**src/rtl/mii_tx_scheduler_pkg.sv**
```systemverilog
// Shared definitions for the MII transmit scheduler:
// FSM state encoding and default widths.
package mii_tx_scheduler_pkg;

    localparam int DEF_LEN_W   = 10;
    localparam int DEF_ADDR_W  = 10;
    localparam int DEF_IFG_CYC = 24;
    localparam int CNT_W       = 13;

    // Gray-style walk: each forward transition flips one bit
    typedef enum logic [2:0] {
        ST_IDLE      = 3'b000,
        ST_ISSUE     = 3'b001,
        ST_WAIT_BUSY = 3'b011,
        ST_WAIT_DONE = 3'b010,
        ST_GAP       = 3'b110
    } state_t;

endpackage

```
**src/rtl/mii_tx_scheduler_rr_arbiter.sv**
```systemverilog
// Combinational round-robin picker: first requester
// at or after the pointer wins.
module rr_arbiter #(
    parameter int N_REQ = 2,
    parameter int IDX_W = 1
) (
    input  logic [N_REQ-1:0] req,
    input  logic [IDX_W-1:0] ptr,
    output logic [N_REQ-1:0] onehot,
    output logic [IDX_W-1:0] idx,
    output logic             any
);

    logic [IDX_W-1:0] k;

    always_comb begin
        idx = '0;
        any = 1'b0;
        k   = '0;
        for (int i = 0; i < N_REQ; i++) begin
            k = IDX_W'((int'(ptr) + i) % N_REQ);
            if (!any && req[k]) begin
                any = 1'b1;
                idx = k;
            end
        end
    end

    assign onehot = any ? (N_REQ'(1) << idx) : '0;

endmodule

```
**src/rtl/mii_tx_scheduler.sv**
```systemverilog
// Shares one MII frame sender among N_REQ requesters:
// round-robin grant, length check, gap and timeout.
module mii_tx_scheduler
    import mii_tx_scheduler_pkg::*;
#(
    parameter int N_REQ       = 2,
    parameter int LEN_W       = DEF_LEN_W,
    parameter int ADDR_W      = DEF_ADDR_W,
    parameter int MIN_LEN     = 30,
    parameter int MAX_LEN     = 759,
    parameter int IFG_CYC     = DEF_IFG_CYC,
    parameter int TIMEOUT_CYC = 4096
) (
    input  logic                    i_clk_125m,
    input  logic                    i_rst,
    input  logic [N_REQ-1:0]        i_req,
    input  logic [N_REQ*LEN_W-1:0]  i_len,
    input  logic [N_REQ*ADDR_W-1:0] i_addr,
    output logic [N_REQ-1:0]        o_gnt,
    output logic [N_REQ-1:0]        o_done,
    output logic [N_REQ-1:0]        o_err,
    output logic                    o_sendIrq,
    output logic [LEN_W-1:0]        o_length,
    output logic [ADDR_W-1:0]       o_rd_addr,
    input  logic                    i_sendIdl,
    input  logic                    i_sendDn,
    output logic                    o_busy
);

    localparam int IDX_W = (N_REQ > 1) ? $clog2(N_REQ) : 1;
    localparam logic [CNT_W-1:0] CNT_MAX  = '1;
    localparam logic [CNT_W-1:0] TO_LAST  = CNT_W'(TIMEOUT_CYC - 1);
    localparam logic [CNT_W-1:0] GAP_LAST = CNT_W'(IFG_CYC - 1);
    localparam logic [IDX_W-1:0] IDX_LAST = IDX_W'(N_REQ - 1);

    state_t state, state_n;

    logic [CNT_W-1:0]  cnt, cnt_n, cnt_inc;
    logic [IDX_W-1:0]  ptr, ptr_n, cur, cur_n;
    logic [N_REQ-1:0]  win_oh, cur_oh;
    logic [IDX_W-1:0]  win_idx;
    logic              win_any;
    logic [LEN_W-1:0]  sel_len, len_n;
    logic [ADDR_W-1:0] sel_addr, addr_n;
    logic              len_ok, dn_q, dn_rise, to_hit;
    logic [N_REQ-1:0]  gnt_n, done_n, err_n;
    logic              irq_n;

    rr_arbiter #(
        .N_REQ (N_REQ),
        .IDX_W (IDX_W)
    ) u_arb (
        .req    (i_req),
        .ptr    (ptr),
        .onehot (win_oh),
        .idx    (win_idx),
        .any    (win_any)
    );

    assign sel_len  = i_len[int'(win_idx)*LEN_W +: LEN_W];
    assign sel_addr = i_addr[int'(win_idx)*ADDR_W +: ADDR_W];
    assign len_ok   = (sel_len >= LEN_W'(MIN_LEN)) &&
                      (sel_len <= LEN_W'(MAX_LEN));
    assign cnt_inc  = (cnt == CNT_MAX) ? cnt : cnt + CNT_W'(1);
    assign to_hit   = (cnt_inc == TO_LAST);
    assign dn_rise  = i_sendDn & ~dn_q;
    assign cur_oh   = N_REQ'(1) << cur;
    assign o_busy   = (state != ST_IDLE);

    always_comb begin
        state_n = state;
        cnt_n   = cnt;
        ptr_n   = ptr;
        cur_n   = cur;
        len_n   = o_length;
        addr_n  = o_rd_addr;
        gnt_n   = '0;
        done_n  = '0;
        err_n   = '0;
        irq_n   = 1'b0;
        unique case (state)
            ST_IDLE: begin
                if (win_any && i_sendIdl) begin
                    ptr_n = (win_idx == IDX_LAST) ?
                            '0 : win_idx + IDX_W'(1);
                    cur_n = win_idx;
                    if (!len_ok) begin
                        err_n = win_oh;
                    end else begin
                        state_n = ST_ISSUE;
                        len_n   = sel_len;
                        addr_n  = sel_addr;
                        gnt_n   = win_oh;
                        irq_n   = 1'b1;
                    end
                end
            end
            ST_ISSUE: begin
                cnt_n   = '0;
                state_n = ST_WAIT_BUSY;
            end
            ST_WAIT_BUSY: begin
                cnt_n = cnt_inc;
                if (to_hit) begin
                    err_n   = cur_oh;
                    cnt_n   = '0;
                    state_n = ST_GAP;
                end else if (!i_sendIdl) begin
                    state_n = ST_WAIT_DONE;
                end
            end
            ST_WAIT_DONE: begin
                cnt_n = cnt_inc;
                // a completion edge beats a same-cycle timeout
                if (dn_rise) begin
                    done_n  = cur_oh;
                    cnt_n   = '0;
                    state_n = ST_GAP;
                end else if (to_hit) begin
                    err_n   = cur_oh;
                    cnt_n   = '0;
                    state_n = ST_GAP;
                end
            end
            ST_GAP: begin
                if (cnt == GAP_LAST) begin
                    cnt_n   = '0;
                    state_n = ST_IDLE;
                end else begin
                    cnt_n = cnt_inc;
                end
            end
            default: begin
                cnt_n   = '0;
                state_n = ST_IDLE;
            end
        endcase
    end

    always_ff @(posedge i_clk_125m) begin
        if (i_rst) begin
            state     <= ST_IDLE;
            cnt       <= '0;
            ptr       <= '0;
            cur       <= '0;
            dn_q      <= 1'b0;
            o_gnt     <= '0;
            o_done    <= '0;
            o_err     <= '0;
            o_sendIrq <= 1'b0;
            o_length  <= '0;
            o_rd_addr <= '0;
        end else begin
            state     <= state_n;
            cnt       <= cnt_n;
            ptr       <= ptr_n;
            cur       <= cur_n;
            dn_q      <= i_sendDn;
            o_gnt     <= gnt_n;
            o_done    <= done_n;
            o_err     <= err_n;
            o_sendIrq <= irq_n;
            o_length  <= len_n;
            o_rd_addr <= addr_n;
        end
    end

endmodule

```
**config.mk**
```make
export PLATFORM = sky130hd
export DESIGN_NAME = mii_tx_scheduler
export DESIGN_NICKNAME = d
export VERILOG_FILES = /design/src/rtl/mii_tx_scheduler_pkg.sv /design/src/rtl/mii_tx_scheduler_rr_arbiter.sv /design/src/rtl/mii_tx_scheduler.sv
export SDC_FILE = /design/constraint.sdc
export NUM_CORES = 1
export LEC_CHECK = 0
export CORE_MARGIN = 5
export CORE_UTILIZATION = 48
export DETAILED_ROUTE_END_ITERATION = 8
export GPL_ROUTABILITY_DRIVEN = 0
export HOLD_SLACK_MARGIN = 0.08
export PLACE_DENSITY = 0.81
export SYNTH_ARGS = -nofsm -noshare
export SYNTH_HDL_FRONTEND = slang
export SYNTH_SLANG_ARGS = --single-unit
```
**constraint.sdc**
```tcl
create_clock -name i_clk_125m -period 2.8 [get_ports i_clk_125m]
set_clock_uncertainty 0.1 [all_clocks]
set_input_delay 0.42 -clock i_clk_125m [delete_from_list [all_inputs] [get_ports i_clk_125m]]
set_output_delay 0.42 -clock i_clk_125m [all_outputs]
set_load 0.01 [all_outputs]
```
==> results_dict.tcl, run 1 <==
set metrics [dict create \
    status "completed" \
    yosys_register_bits 46 \
    synth_top_family_by_area "simple AND/OR/NAND/NOR gates" \
    grt_max_degree 41 \
    max_slew.worst_pin.slew_ns 0.666 \
    synth_ff_type "dfxtp_1" \
    overflow 0 \
    cp-end-kind "register" \
    rrSetupSlack_ns 0.14 \
    cpPeakStageDelay_ns 0.56 \
    grt_pass1_vias 2479 \
    drc 0 \
    fp.dieH_um 82.7 \
    antenna_found_initial 0 \
    drv_slew 0 \
    synthMuxAreaShare 0.0907 \
    synth_area_mm2 0.00254 \
    final_layout_size_suffix_gt1_frac 0.117 \
    finalWirelength_um 6640 \
    period_needed_ns 2.66 \
    cts-root-buf "clkbuf_8" \
    netlist_instances 308 \
    ant_nets 0 \
    setup_tns_ns 0 \
    final_cells 456 \
    worst_skew_pair.late_latency_ns 0.30 \
    p_leak_nw 1.31 \
    vias_per_cell 5.56 \
    hold_viol 0 \
    slew-limit-headroom 0.556 \
    die_x_um 82.7 \
    crit_chain "ha_2 -> nand4_2 -> or4_4 -> mux2i_1 -> nor2_1 -> and3_2 -> nand3_1 -> a2111oi_2" \
    rsz0062_at_grt "no" \
    wire_per_inst_um 14.6 \
    route.vias.total 2536 \
    power.density_mw_per_mm2 607 \
    n_fill_cell 416 \
    hold_depth 1 \
    fp.coreArea_mm2 0.00511 \
    grt_pass1_wl_um 11000 \
    rows 26 \
    ys_warn_count 0 \
    finalSetupViolCount 0 \
    p_total_mw 2.12 \
    cp_slowest_cell "or4_4" \
    r2r_cells 8 \
    tritoncts "done" \
    synthAdderAreaFrac 0.00493 \
    synth_nets 355 \
    hpwl_um 5250 \
    start_kind "register" \
    synthArstFlopShare 0 \
    layout.nets 432 \
    cts_max_path_buffers 2 \
    place_inst 448 \
    worstPathArrival_ns 2.76 \
    cp_max_fo 6 \
    grt_usage 0.208 \
    synth-compound-area-share 0.209 \
    clock-sinks 46 \
    required_ns 2.90 \
    drt_iter0_drc 147 \
    drtPass1Iterations 4 \
    ir_drop_mv 0.300 \
    areaGrowthSynthToFinish_pct 37.5 \
    period_share 0.952 \
    hp-class "register to register" \
    synth_edf_count 0 \
    synth-seq-area-share 0.363 \
    htreeDepth 2 \
    cap_violations 0 \
    n_antenna_cell 0 \
    synth_cell_types 49 \
    cts_hold_buf 0 \
    post_cts_buffers 0 \
    port_buffers 73 \
    start_util 0.497 \
    cts.clk_slew.worst_paths_ns 0.08 \
    synth_area_per_cell_um2 8.24 \
    numCtsBuffers 5 \
    yosys.area_share.simple 0.267 \
    crit_type "register to register" \
    fmax_mhz 375 \
    ios 74 \
    dieArea_mm2 0.00684 \
    synthXorXnorAreaFrac 0.00690 \
]
worst max-delay path, delay by kind of cell (launching register included):
family                     cells  cell delay [ns]
and+or+nand+nor                5             1.24
DFF                            1             0.43
AOI/OAI and AO/OA              1             0.36
adders and majority gates      1             0.27
muxes                          1             0.15
path summary, 6_finish.rpt:
path,startpoint,end
worst max-delay path,cnt[1],state[0]
worst min-delay path,cur,o_done[0]
worst max register to register,cnt[1],state[0]
worst min register to register,cur,o_done[0]
registers in the layout, indices dropped and copies added, names as in the netlist:
name / flops
dn_q: 1
o_length: 10
cnt: 13
ptr: 1
o_sendIrq: 1
o_rd_addr: 10
o_err: 2
o_gnt: 2
state: 3
o_done: 2
cur: 1
per-layer routing:
metal / track usage / vias up / share of wire
met1: 0.245 / 1151 / 0.43
met4: 0.0719 / 0 / 0.014
met2: 0.340 / 79 / 0.47
met3: 0.0846 / 9 / 0.092
li1: - / 1297 / -
met5: 0 / - / 0
power breakdown:
| part | switching, mW | internal (mW) | leakage (nW) |
|---|---|---|---|
| Combinational | 0.431 | 0.416 | 0.890 |
| Clock | 0.225 | 0.198 | 0.0472 |
| Sequential | 0.0856 | 0.761 | 0.375 |
| Total | 0.742 | 1.38 | 1.31 |
area by class of cell:
type / count / area, um^2 / area share
repair buffers: 92 / 873 / 0.250
multi-input cells: 230 / 1470 / 0.423
inverters: 10 / 37.5 / 0.0108
clock buffers: 6 / 82.6 / 0.0237
clock inverters: 2 / 12.5 / 0.00359
flip-flops and latches: 46 / 921 / 0.264
well taps: 70 / 87.6 / 0.0251
cells by family (layout without fill, tap and decap cells):
| family | Yosys count | count (layout) |
|---|---|---|
| AOI/OAI and AO/OA | 79 | 79 |
| xor gates and xnor gates | 2 | 2 |
| adders and majority gates | 1 | 1 |
| buffers and inverters | 32 | 110 |
| DFF | 46 | 46 |
| muxes | 23 | 23 |
| and+or+nand+nor | 125 | 125 |
through the flow:
step | worst slack (ns) | hold slack, ns | area (um^2) | utilization
floorplan | 0.260 | 0.323 | 2540 | -
global placement | 0.234 | 0.352 | 3390 | 0.664
detailed placement | 0.131 | 0.357 | 3390 | 0.664
CTS | 0.150 | 0.377 | 3490 | 0.683
global route | 0.0124 | 0.423 | 3490 | 0.683
finish | 0.135 | 0.375 | 3490 | 0.683
Yosys cell counts (8+ instances only):
master / n / area share
a211oi_1: 24 / 0.071
a21oi_1: 13 / 0.026
a31oi_1: 9 / 0.022
buf_2: 8 / 0.016
clkbuf_1: 11 / 0.016
dfxtp_1: 46 / 0.36
inv_1: 10 / 0.015
mux2i_1: 23 / 0.091
nand2_1: 19 / 0.028
nand3_1: 15 / 0.030
nor2_1: 36 / 0.053
nor3_1: 11 / 0.022
o21ai_0: 19 / 0.037
timing repair:
action                                  CTS  global route
endpoints found under the hold margin     0             0
gates resized for setup                   0             1
endpoints found under the setup margin    0             1
layout by cell type (no fill, tap or decap), types with 2 or more instances in the layout:
cell / netlist / final
or3_1: 2 / 2
a22oi_1: 2 / 2
nand4_2: 4 / 4
nor3_1: 11 / 11
o211ai_1: 2 / 2
nand4_1: 5 / 5
nand2_1: 19 / 19
dfxtp_1: 46 / 46
nor2_1: 36 / 36
a211oi_1: 24 / 24
xnor2_1: 2 / 2
and2_1: 2 / 2
a21oi_1: 13 / 13
o21ai_0: 19 / 19
inv_1: 10 / 10
a31oi_1: 9 / 9
clkbuf_8: 0 / 6
and3_1: 5 / 5
nand2b_1: 5 / 5
buf_4: 1 / 19
clkdlybuf4s50_1: 0 / 73
nand3_1: 15 / 15
mux2i_1: 23 / 23
nor4_1: 4 / 4
nor2b_1: 5 / 5
(Power assumes the default switching activity.)
==> run 2: changes to the inputs <==
--- a/config.mk
+++ b/config.mk
@@ -10,7 +10,7 @@
 export DETAILED_ROUTE_END_ITERATION = 8
 export GPL_ROUTABILITY_DRIVEN = 0
 export HOLD_SLACK_MARGIN = 0.08
-export PLACE_DENSITY = 0.81
+export PLACE_DENSITY_LB_ADDON = 0.05
 export SYNTH_ARGS = -nofsm -noshare
 export SYNTH_HDL_FRONTEND = slang
 export SYNTH_SLANG_ARGS = --single-unit
==> results_dict.tcl, run 2 (same netlist as run 1, synthesis figures left out) <==
set metrics [dict create \
    drc 0 \
    critPathTopFamily "simple AND/OR/NAND/NOR gates" \
    cp_slowest_cell "dfxtp_1" \
    crit_chain "nand3_1 -> buf_4 -> nor3_1 -> mux2i_2 -> nor3_1 -> and4_4 -> or3_1 -> a211oi_2" \
    grt_pass1_wl_um 11600 \
    fmax_mhz 386 \
    hold_viol 0 \
    finalWirelength_um 6680 \
    period_needed_ns 2.59 \
    power.internal_mw 1.56 \
    cp_max_fo 9 \
    route.vias.total 2588 \
    drtPass1Iterations 4 \
    largest-register "cnt" \
    cpPeakStageDelay_ns 0.54 \
    die_x_um 82.7 \
    grt_pass1_vias 2564 \
    cts_max_path_buffers 2 \
    areaGrowthSynthToFinish_pct 40.0 \
    antenna_found_initial 0 \
    period_share 0.925 \
    port_buffers 73 \
    htreeDepth 2 \
    power.density_mw_per_mm2 647 \
    cts.clk_slew.worst_paths_ns 0.09 \
    reg_top3 "cnt x13, o_length x10, o_rd_addr x10" \
    tritoncts "done" \
    drt_iter0_drc 259 \
    final_common_cell "clkdlybuf4s50_1" \
    clkPwrFrac 0.265 \
    wire_per_inst_um 14.6 \
    worstPathArrival_ns 2.72 \
    start_util 0.497 \
    required_ns 2.93 \
    layout.nets 432 \
    ios 74 \
    cts_hold_buf 0 \
    hpwl_um 5040 \
    ant_nets 0 \
    p_total_mw 2.30 \
    grt_util_met1 0.269 \
    worst_path_most_repeated_cell "nor3_1" \
    slew-limit-headroom 0.518 \
    cap_violations 0 \
    n_antenna_cell 0 \
    start_kind "register" \
    fp.coreArea_mm2 0.00511 \
    final_layout_size_suffix_gt1_frac 0.122 \
    numCtsBuffers 5 \
    dieArea_mm2 0.00684 \
    largest_reg_flops 13 \
    grt_busiest_layer "met2" \
    setup_tns_ns 0 \
    sw_frac_of_total 0.323 \
    path_buf_inv 1 \
    drv_slew 0 \
    met2_usage 0.349 \
    finalSetupViolCount 0 \
    vias_per_cell 5.68 \
    ir_drop_mv 0.314 \
    grt_max_degree 41 \
    rrSetupSlack_ns 0.21 \
    grt_usage 0.218 \
    crit_type "register to register" \
    overflow 0 \
    hp-class "register to register" \
    worst_skew_pair.late_latency_ns 0.30 \
    cts-root-buf "clkbuf_8" \
    p_seq_frac 0.367 \
    rsz0062_at_grt "no" \
    mostFrequentLayoutCells "clkdlybuf4s50_1, dfxtp_1, nor2_1, a211oi_1, mux2i_1" \
    pwr-share-comb 0.368 \
    clock-sinks 46 \
    rows 26 \
    max_slew.worst_pin.slew_ns 0.723 \
    p_sw_mw 0.742 \
    p_leak_nw 1.34 \
    use_met3 0.0792 \
    fp.dieH_um 82.7 \
    cp-end-kind "register" \
    status "completed" \
]
run 2: cell types whose count changed in the layout (fill, tap and decap cells not counted), sizes merged:
cell      previous run  this run
bufinv               0         2
clkinv               1         0
clkinvlp             1         0
run 2: power groups by stage:
stage,Sequential (mW),Clock (mW),Combinational (mW)
6_report,0.844,0.610,0.845
5_1_grt,0.866,0.656,0.935
4_1_cts,0.843,0.620,0.845
3_5_place_dp,0.857,0,0.840
3_3_place_gp,0.854,0,0.833
2_1_floorplan,0.860,0,0.457
run 2: path summary, 6_finish.rpt:
check | from | to | cells past startpoint
worst max register to register | cnt[2] | cnt[2] | 8
worst max-delay path | cnt[2] | cnt[2] | 8
worst min register to register | cur | o_done[0] | 1
worst min-delay path | cur | o_done[0] | 1
run 2: through the flow:
stage                     cell area, um^2   util  setup slack (ns)  std cells  hold slack, ns
after floorplan                      2540      -             0.260        308           0.323
after global placement               3390  0.664             0.255        448           0.350
after detailed placement             3390  0.664            0.0967        448           0.359
after CTS                            3530  0.692            0.0831        456           0.373
after global routing                 3550  0.695            0.0335        456           0.390
final                                3550  0.695             0.210        456           0.375
run 2: final cells by class:
type                            instances  area, um^2
Clock buffer                            6        82.6
Fill cell                             432        1560
Inverter                               10        37.5
Sequential cell                        46         921
Multi-Input combinational cell        230        1490
Timing Repair Buffer                   92         873
Clock inverter                          2        60.1
Tap cell                               70        87.6
run 2: layer usage:
| metal | up-vias | wire (um) | part of all wire |
|---|---|---|---|
| li1 | 1294 | - | - |
| met5 | - | 0 | 0 |
| met4 | 0 | 104 | 0.016 |
| met1 | 1169 | 2790 | 0.42 |
| met2 | 113 | 3060 | 0.46 |
| met3 | 12 | 717 | 0.11 |
run 2: repair_timing:
action	in CTS	in global routing
resized for setup	0	4
buffers inserted	0	0
endpoints found under the setup margin	0	2
